**src/rtl/hack_instr_fetch.sv**
```systemverilog
// Hack CPU instruction fetch from SPI flash: READ (0x03) frame, mode 0, one clk per SCK phase.
// Optional single-entry fetch cache is built when INSTR_FETCH_CACHE_EN is defined.
module hack_instr_fetch #(
    parameter int WORD_WIDTH        = 16,
    parameter int ROM_ADDRESS_WIDTH = 15
) (
    input  logic                         clk,
    input  logic                         reset,
    input  logic [ROM_ADDRESS_WIDTH-1:0] pc,
    input  logic                         fetch_req,
    output logic [WORD_WIDTH-1:0]        instruction,
    output logic                         instr_valid,
    output logic                         busy,
    output logic                         rom_cs_n,
    output logic                         rom_sck,
    output logic                         rom_mosi,
    input  logic                         rom_miso
);
    localparam int         FRAME_BITS = 32 + WORD_WIDTH;
    localparam logic [7:0] LAST_HALF  = 8'(2 * FRAME_BITS - 1);
    localparam logic [7:0] DATA_HALF  = 8'd64;
    localparam logic [7:0] READ_CMD   = 8'h03;

    typedef enum logic [1:0] {
        ST_IDLE  = 2'd0,
        ST_SHIFT = 2'd1,
        ST_DONE  = 2'd2
    } state_t;

    state_t                  state_q, state_d;
    logic [7:0]              cnt_q, cnt_d;
    logic [FRAME_BITS-2:0]   frame_q, frame_d;
    logic [WORD_WIDTH-2:0]   data_q, data_d;
    logic [WORD_WIDTH-1:0]   instr_q, instr_d;
    logic                    valid_q, valid_d;
    logic                    busy_q, busy_d;
    logic                    cs_n_q, cs_n_d;
    logic                    sck_q, sck_d;
    logic                    mosi_q, mosi_d;
    logic [23:0]             byte_addr_s;
    logic [FRAME_BITS-1:0]   frame_start_s;

    // Flash addresses bytes; each instruction word spans two of them.
    assign byte_addr_s   = 24'({pc, 1'b0});
    assign frame_start_s = {READ_CMD, byte_addr_s, {WORD_WIDTH{1'b0}}};

`ifdef INSTR_FETCH_CACHE_EN
    logic [ROM_ADDRESS_WIDTH-1:0] tag_q, tag_d;
    logic [WORD_WIDTH-1:0]        cword_q, cword_d;
    logic                         cvalid_q, cvalid_d;
    logic                         hit_s;

    assign hit_s = cvalid_q && (tag_q == pc);
`endif

    // Next-state and next-output logic; all outputs are registered.
    always_comb begin
        state_d = state_q;
        cnt_d   = cnt_q;
        frame_d = frame_q;
        data_d  = data_q;
        instr_d = instr_q;
        valid_d = 1'b0;
        busy_d  = busy_q;
        cs_n_d  = cs_n_q;
        sck_d   = sck_q;
        mosi_d  = mosi_q;
`ifdef INSTR_FETCH_CACHE_EN
        tag_d    = tag_q;
        cword_d  = cword_q;
        cvalid_d = cvalid_q;
`endif
        case (state_q)
            ST_IDLE: begin
                busy_d = 1'b0;
                cs_n_d = 1'b1;
                sck_d  = 1'b0;
                mosi_d = 1'b0;
`ifdef INSTR_FETCH_CACHE_EN
                if (fetch_req && hit_s) begin
                    state_d = ST_DONE;
                    busy_d  = 1'b1;
                    valid_d = 1'b1;
                    instr_d = cword_q;
                end else
`endif
                if (fetch_req) begin
                    state_d = ST_SHIFT;
                    cnt_d   = 8'd0;
                    frame_d = frame_start_s[FRAME_BITS-2:0];
                    mosi_d  = frame_start_s[FRAME_BITS-1];
                    busy_d  = 1'b1;
                    cs_n_d  = 1'b0;
`ifdef INSTR_FETCH_CACHE_EN
                    tag_d    = pc;
                    cvalid_d = 1'b0;
`endif
                end else begin
                    state_d = ST_IDLE;
                end
            end
            ST_SHIFT: begin
                cnt_d = cnt_q + 8'd1;
                // Even half-count: SCK rises. Odd: SCK falls and the next bit is presented.
                if (!cnt_q[0]) begin
                    sck_d = 1'b1;
                end else begin
                    sck_d   = 1'b0;
                    mosi_d  = frame_q[FRAME_BITS-2];
                    frame_d = {frame_q[FRAME_BITS-3:0], 1'b0};
                    if (cnt_q >= DATA_HALF) begin
                        data_d = {data_q[WORD_WIDTH-3:0], rom_miso};
                    end else begin
                        data_d = data_q;
                    end
                    if (cnt_q == LAST_HALF) begin
                        state_d = ST_DONE;
                        cs_n_d  = 1'b1;
                        mosi_d  = 1'b0;
                        valid_d = 1'b1;
                        instr_d = {data_q, rom_miso};
`ifdef INSTR_FETCH_CACHE_EN
                        cword_d  = {data_q, rom_miso};
                        cvalid_d = 1'b1;
`endif
                    end else begin
                        state_d = ST_SHIFT;
                    end
                end
            end
            ST_DONE: begin
                state_d = ST_IDLE;
                busy_d  = 1'b0;
                cs_n_d  = 1'b1;
                sck_d   = 1'b0;
                mosi_d  = 1'b0;
            end
            default: begin
                state_d = ST_IDLE;
                busy_d  = 1'b0;
                cs_n_d  = 1'b1;
                sck_d   = 1'b0;
                mosi_d  = 1'b0;
            end
        endcase
    end

    // Fetch state and output registers.
    always_ff @(posedge clk or negedge reset) begin
        if (!reset) begin
            state_q <= ST_IDLE;
            cnt_q   <= 8'd0;
            frame_q <= {(FRAME_BITS-1){1'b0}};
            data_q  <= {(WORD_WIDTH-1){1'b0}};
            instr_q <= {WORD_WIDTH{1'b0}};
            valid_q <= 1'b0;
            busy_q  <= 1'b0;
            cs_n_q  <= 1'b1;
            sck_q   <= 1'b0;
            mosi_q  <= 1'b0;
        end else begin
            state_q <= state_d;
            cnt_q   <= cnt_d;
            frame_q <= frame_d;
            data_q  <= data_d;
            instr_q <= instr_d;
            valid_q <= valid_d;
            busy_q  <= busy_d;
            cs_n_q  <= cs_n_d;
            sck_q   <= sck_d;
            mosi_q  <= mosi_d;
        end
    end

`ifdef INSTR_FETCH_CACHE_EN
    // Single-entry cache registers; the tag is claimed at frame start, validated at completion.
    always_ff @(posedge clk or negedge reset) begin
        if (!reset) begin
            tag_q    <= {ROM_ADDRESS_WIDTH{1'b0}};
            cword_q  <= {WORD_WIDTH{1'b0}};
            cvalid_q <= 1'b0;
        end else begin
            tag_q    <= tag_d;
            cword_q  <= cword_d;
            cvalid_q <= cvalid_d;
        end
    end
`endif

    assign instruction = instr_q;
    assign instr_valid = valid_q;
    assign busy        = busy_q;
    assign rom_cs_n    = cs_n_q;
    assign rom_sck     = sck_q;
    assign rom_mosi    = mosi_q;

endmodule

```
**config.mk**
```make
export PLATFORM = sky130hd
export DESIGN_NAME = hack_instr_fetch
export DESIGN_NICKNAME = d
export VERILOG_FILES = /design/src/rtl/hack_instr_fetch.sv
export SDC_FILE = /design/constraint.sdc
export NUM_CORES = 1
export LEC_CHECK = 0
export CAP_MARGIN = 20
export CORE_MARGIN = 4
export CORE_UTILIZATION = 54
export DETAILED_ROUTE_END_ITERATION = 10
export GPL_TIMING_DRIVEN = 0
export PLACE_DENSITY_LB_ADDON = 0.05
export REMOVE_ABC_BUFFERS = 1
export SLEW_MARGIN = 25
export SYNTH_ARGS = -nofsm -noshare
export SYNTH_HDL_FRONTEND = slang
export SYNTH_SLANG_ARGS = --single-unit
```
**constraint.sdc**
```tcl
create_clock -name clk -period 2.3 [get_ports clk]
set_input_delay 0.46 -clock clk [delete_from_list [all_inputs] [get_ports clk]]
set_output_delay 0.46 -clock clk [all_outputs]
set_load 0.02 [all_outputs]
```
==> results.md <==
* IO Pins at 40
* Setup Skew at 0.0122 ns
* Die Wd at around 84 microns
* Starting DRT DRC Count at about 140
* Max clock buf depth at 2
* Flip-flop and latch count after synthesis at 76
* Post-synth EDFFs at 0
* Total power at 2670 uW
* Drt drc at 0
* CTS sink cnt at 76
* # diodes at 0
* Largest net degree at the start of global routing at 40
* Fraction of layout cells with a size suffix above 1 at 0.220
* Yosys warns at 0
* Cts hold-fix bufs at 0
* CTS tree: yes
* Leak at 0.00185 uW
* R2R cell count at 5
* DRT Pass-1 Iters at 4
* Clock slew seen by the registers of the worst setup and hold paths at 0.09 ns
* GR Overflow Total at 0
* P per Cell Area at ~700 mW/mm^2
* Cell depth of the worst setup path at 5
* Starting Density at 0.560
* Row cnt at 27
* GRT Resource Usage Total at 0.171
* Setup TNS at 0 ns
* Growth of design area from synthesis to finish at 23.6%
* Final Routed Wirelength at 5.46 mm
* Post-synthesis cell type count at 36
* Worst path slowest cell: dfrtp_1
* RSZ-0062 raised after global routing: false
* Setup Slack @ Placement at -0.382 ns
* Final Critical Period at ~2.1 ns
* Die Height at 83.8 microns
* Post-synth ARST share at 1.00
* Setup violators final at 0
* Final Net Count at 288
* WS Path Type: flop to flop
* Arr. time, crit path at 2.34 ns
* Antenna Nets Post-Route at 0
* CP required at about 2.5 ns
* Sequential area share after synthesis at 0.614
* Main flop type after synthesis: dfrtp_1
* Core Region at 0.00554 sq mm
* CP Capture Type: flop
* Final max-slew violation count at 0
* Gpl congestion at 0.752
* Initial antenna violation count at 0
* R2r endpoint: instruction[6]
* Final hold vios at 0
* VDD IR max at about 0.00048 V
* Crit path from: cnt_q[0]
* Skew-Pair Late Insertion Delay at between 0.3 and 0.4 ns
* Final HPWL from detailed placement at around 3.5 mm
* Worst slew pin tran at 0.817 ns
* Syn avg cell area at between 10 and 15 sq um
* Yosys top cell area share at 0.605
* Worst reg-to-reg setup slack at 0.18 ns
* Root Driver: clkbuf_8
* F_max at 0.473 GHz
* First-pass GRT wire length at ~9.6 mm
* Htree depth at 3
* Final Cycle Share at 0.920
* Buf+Inv Stages, Crit Path at 1
* Via count at 1965
* Final Util at 0.692
* Routed length per instance at between 15 and 20 microns
* Worst hold path class: input pin to async pin
* Reg2Reg Launch Point: cnt_q[0]
* Run status: finished, final reports clean
* Syn Std Cell Area at 0.00310 sq mm
* Vias in the first global route at 1906
* Post-Synthesis Cells at 226
* Area leader, netlist: dfrtp_1
* Vias/cell at roughly 5.7
* Setup ws final at ~0.18 ns
* Slew HR at 0.454
* Worst path top cell family by delay: simple AND/OR/NAND/NOR gates
* Crit path max fanout at 17
* CP peak stage delay at approximately 0.49 ns
* Crit start category: flop
* TritonCTS Buffers at 9
* DIE AREA at 0.00702 sq mm
* CP Cell Sequence: ha_1, or3b_4, nor3_4, buf_12, mux2_2
* Max-cap violations at 0
* Synth area leaders: dfrtp_1 61%, mux2_2 8.0%, mux2i_1 5.5%
* I/O Buffers at 39
[cells in the final DEF (no fill, tap or decap), drive strengths merged, types with 2 or more instances in the layout]
cell type      synthesis  routed
clkbuf                 6      11
nand3b                 2       2
o211ai                 2       2
buf                    7       6
nand4                  4       4
clkdlybuf4s50          0      38
dfrtp                 75      75
or3b                   2       2
o21ai                 30      30
nor3                   3       3
bufinv                 0       3
o41ai                  2       2
o311ai                 2       2
mux2i                 17      17
o22a                   2       2
mux2                  31      31
nand2                  7       7
nor2                   5       5
a22o                  15      15
inv                    2       3
[per-layer routing]
layer,vias up,GRT usage,routed length (microns)
li1,913,-,-
met1,1002,0.252,2630
met2,41,0.234,2490
met3,9,0.0513,238
met4,0,0.0702,101
met5,-,0,0
[what timing repair did]
action / 4_1_cts / 5_1_grt
setup buffers: 1 / 3
pin swaps: 1 / 0
resized for setup: 1 / 0
setup endpoints to repair: 32 / 31
[per-stage QoR]
step | area [sq um] | cells | hold WS, ns
global placement | 3510 | 324 | 0.473
detailed placement | 3530 | 325 | 0.459
CTS | 3810 | 342 | 0.0794
global route | 3830 | 345 | 0.101
finish | 3830 | 345 | 0.0779
floorplan | 3030 | 213 | 0.164
[worst reg2reg max path: stages, from the launching register on]
cell	delay (ns)
dfrtp_1	0.49
ha_1	0.27
or3b_4	0.44
nor3_4	0.24
buf_12	0.20
mux2_2	0.37
[state kept, by name, indices dropped and copies added, names as in the netlist]
name / flops
state_q: 2
rom_sck: 1
rom_cs_n: 1
data_q: 15
busy: 1
instruction: 16
rom_mosi: 1
cnt_q: 8
instr_valid: 1
frame_q: 30
[worst max-delay path by stage]
stage | end | slack, ns
2_1_floorplan | instruction[0] | 0.12
3_3_place_gp | instruction[3] | -1.84
3_5_place_dp | instruction[6] | -0.38
4_1_cts | data_q[7] | 0.01
5_1_grt | frame_q[26] | 0.05
6_report | instruction[6] | 0.18
[cell families after synthesis]
| kind of cell | count (synthesis) | share of synthesized area |
|---|---|---|
| muxes | 48 | 0.178 |
| buffers and inverters | 15 | 0.0266 |
| adders and majority gates | 1 | 0.00403 |
| DFF | 76 | 0.614 |
| and+or+nand+nor | 28 | 0.0529 |
| AOI/OAI and AO/OA | 58 | 0.124 |
[power breakdown]
part / internal [uW] / switching, uW / leakage [uW] / total [uW]
combinational: 37.4 / 34.5 / 0.000718 / 71.9
sequential: 1340 / 4.69 / 0.00101 / 1350
clock: 757 / 489 / 0.000124 / 1250
[synthesized netlist by cell type (2+ instances only)]
cell type	number
o311ai_0	2
mux2_4	9
nand3b_1	2
clkbuf_1	6
a22o_1	15
mux2i_1	17
nor2_1	4
buf_2	5
o21ai_0	30
nand2_1	7
mux2_2	22
o22a_1	2
dfrtp_1	75
o41ai_1	2
o211ai_1	2
nor3_1	2
nand4_1	4
inv_1	2
[layout make-up]
class	instances	area, sq um
clock buffer	11	141
clock inverter	5	108
fill	411	1710
inverter	2	7.51
multi-input combinational	135	1130
sequential	76	1900
tap	72	90.1
timing repair buffer	44	450
Note: power is estimated with default switching activity, not from simulation.
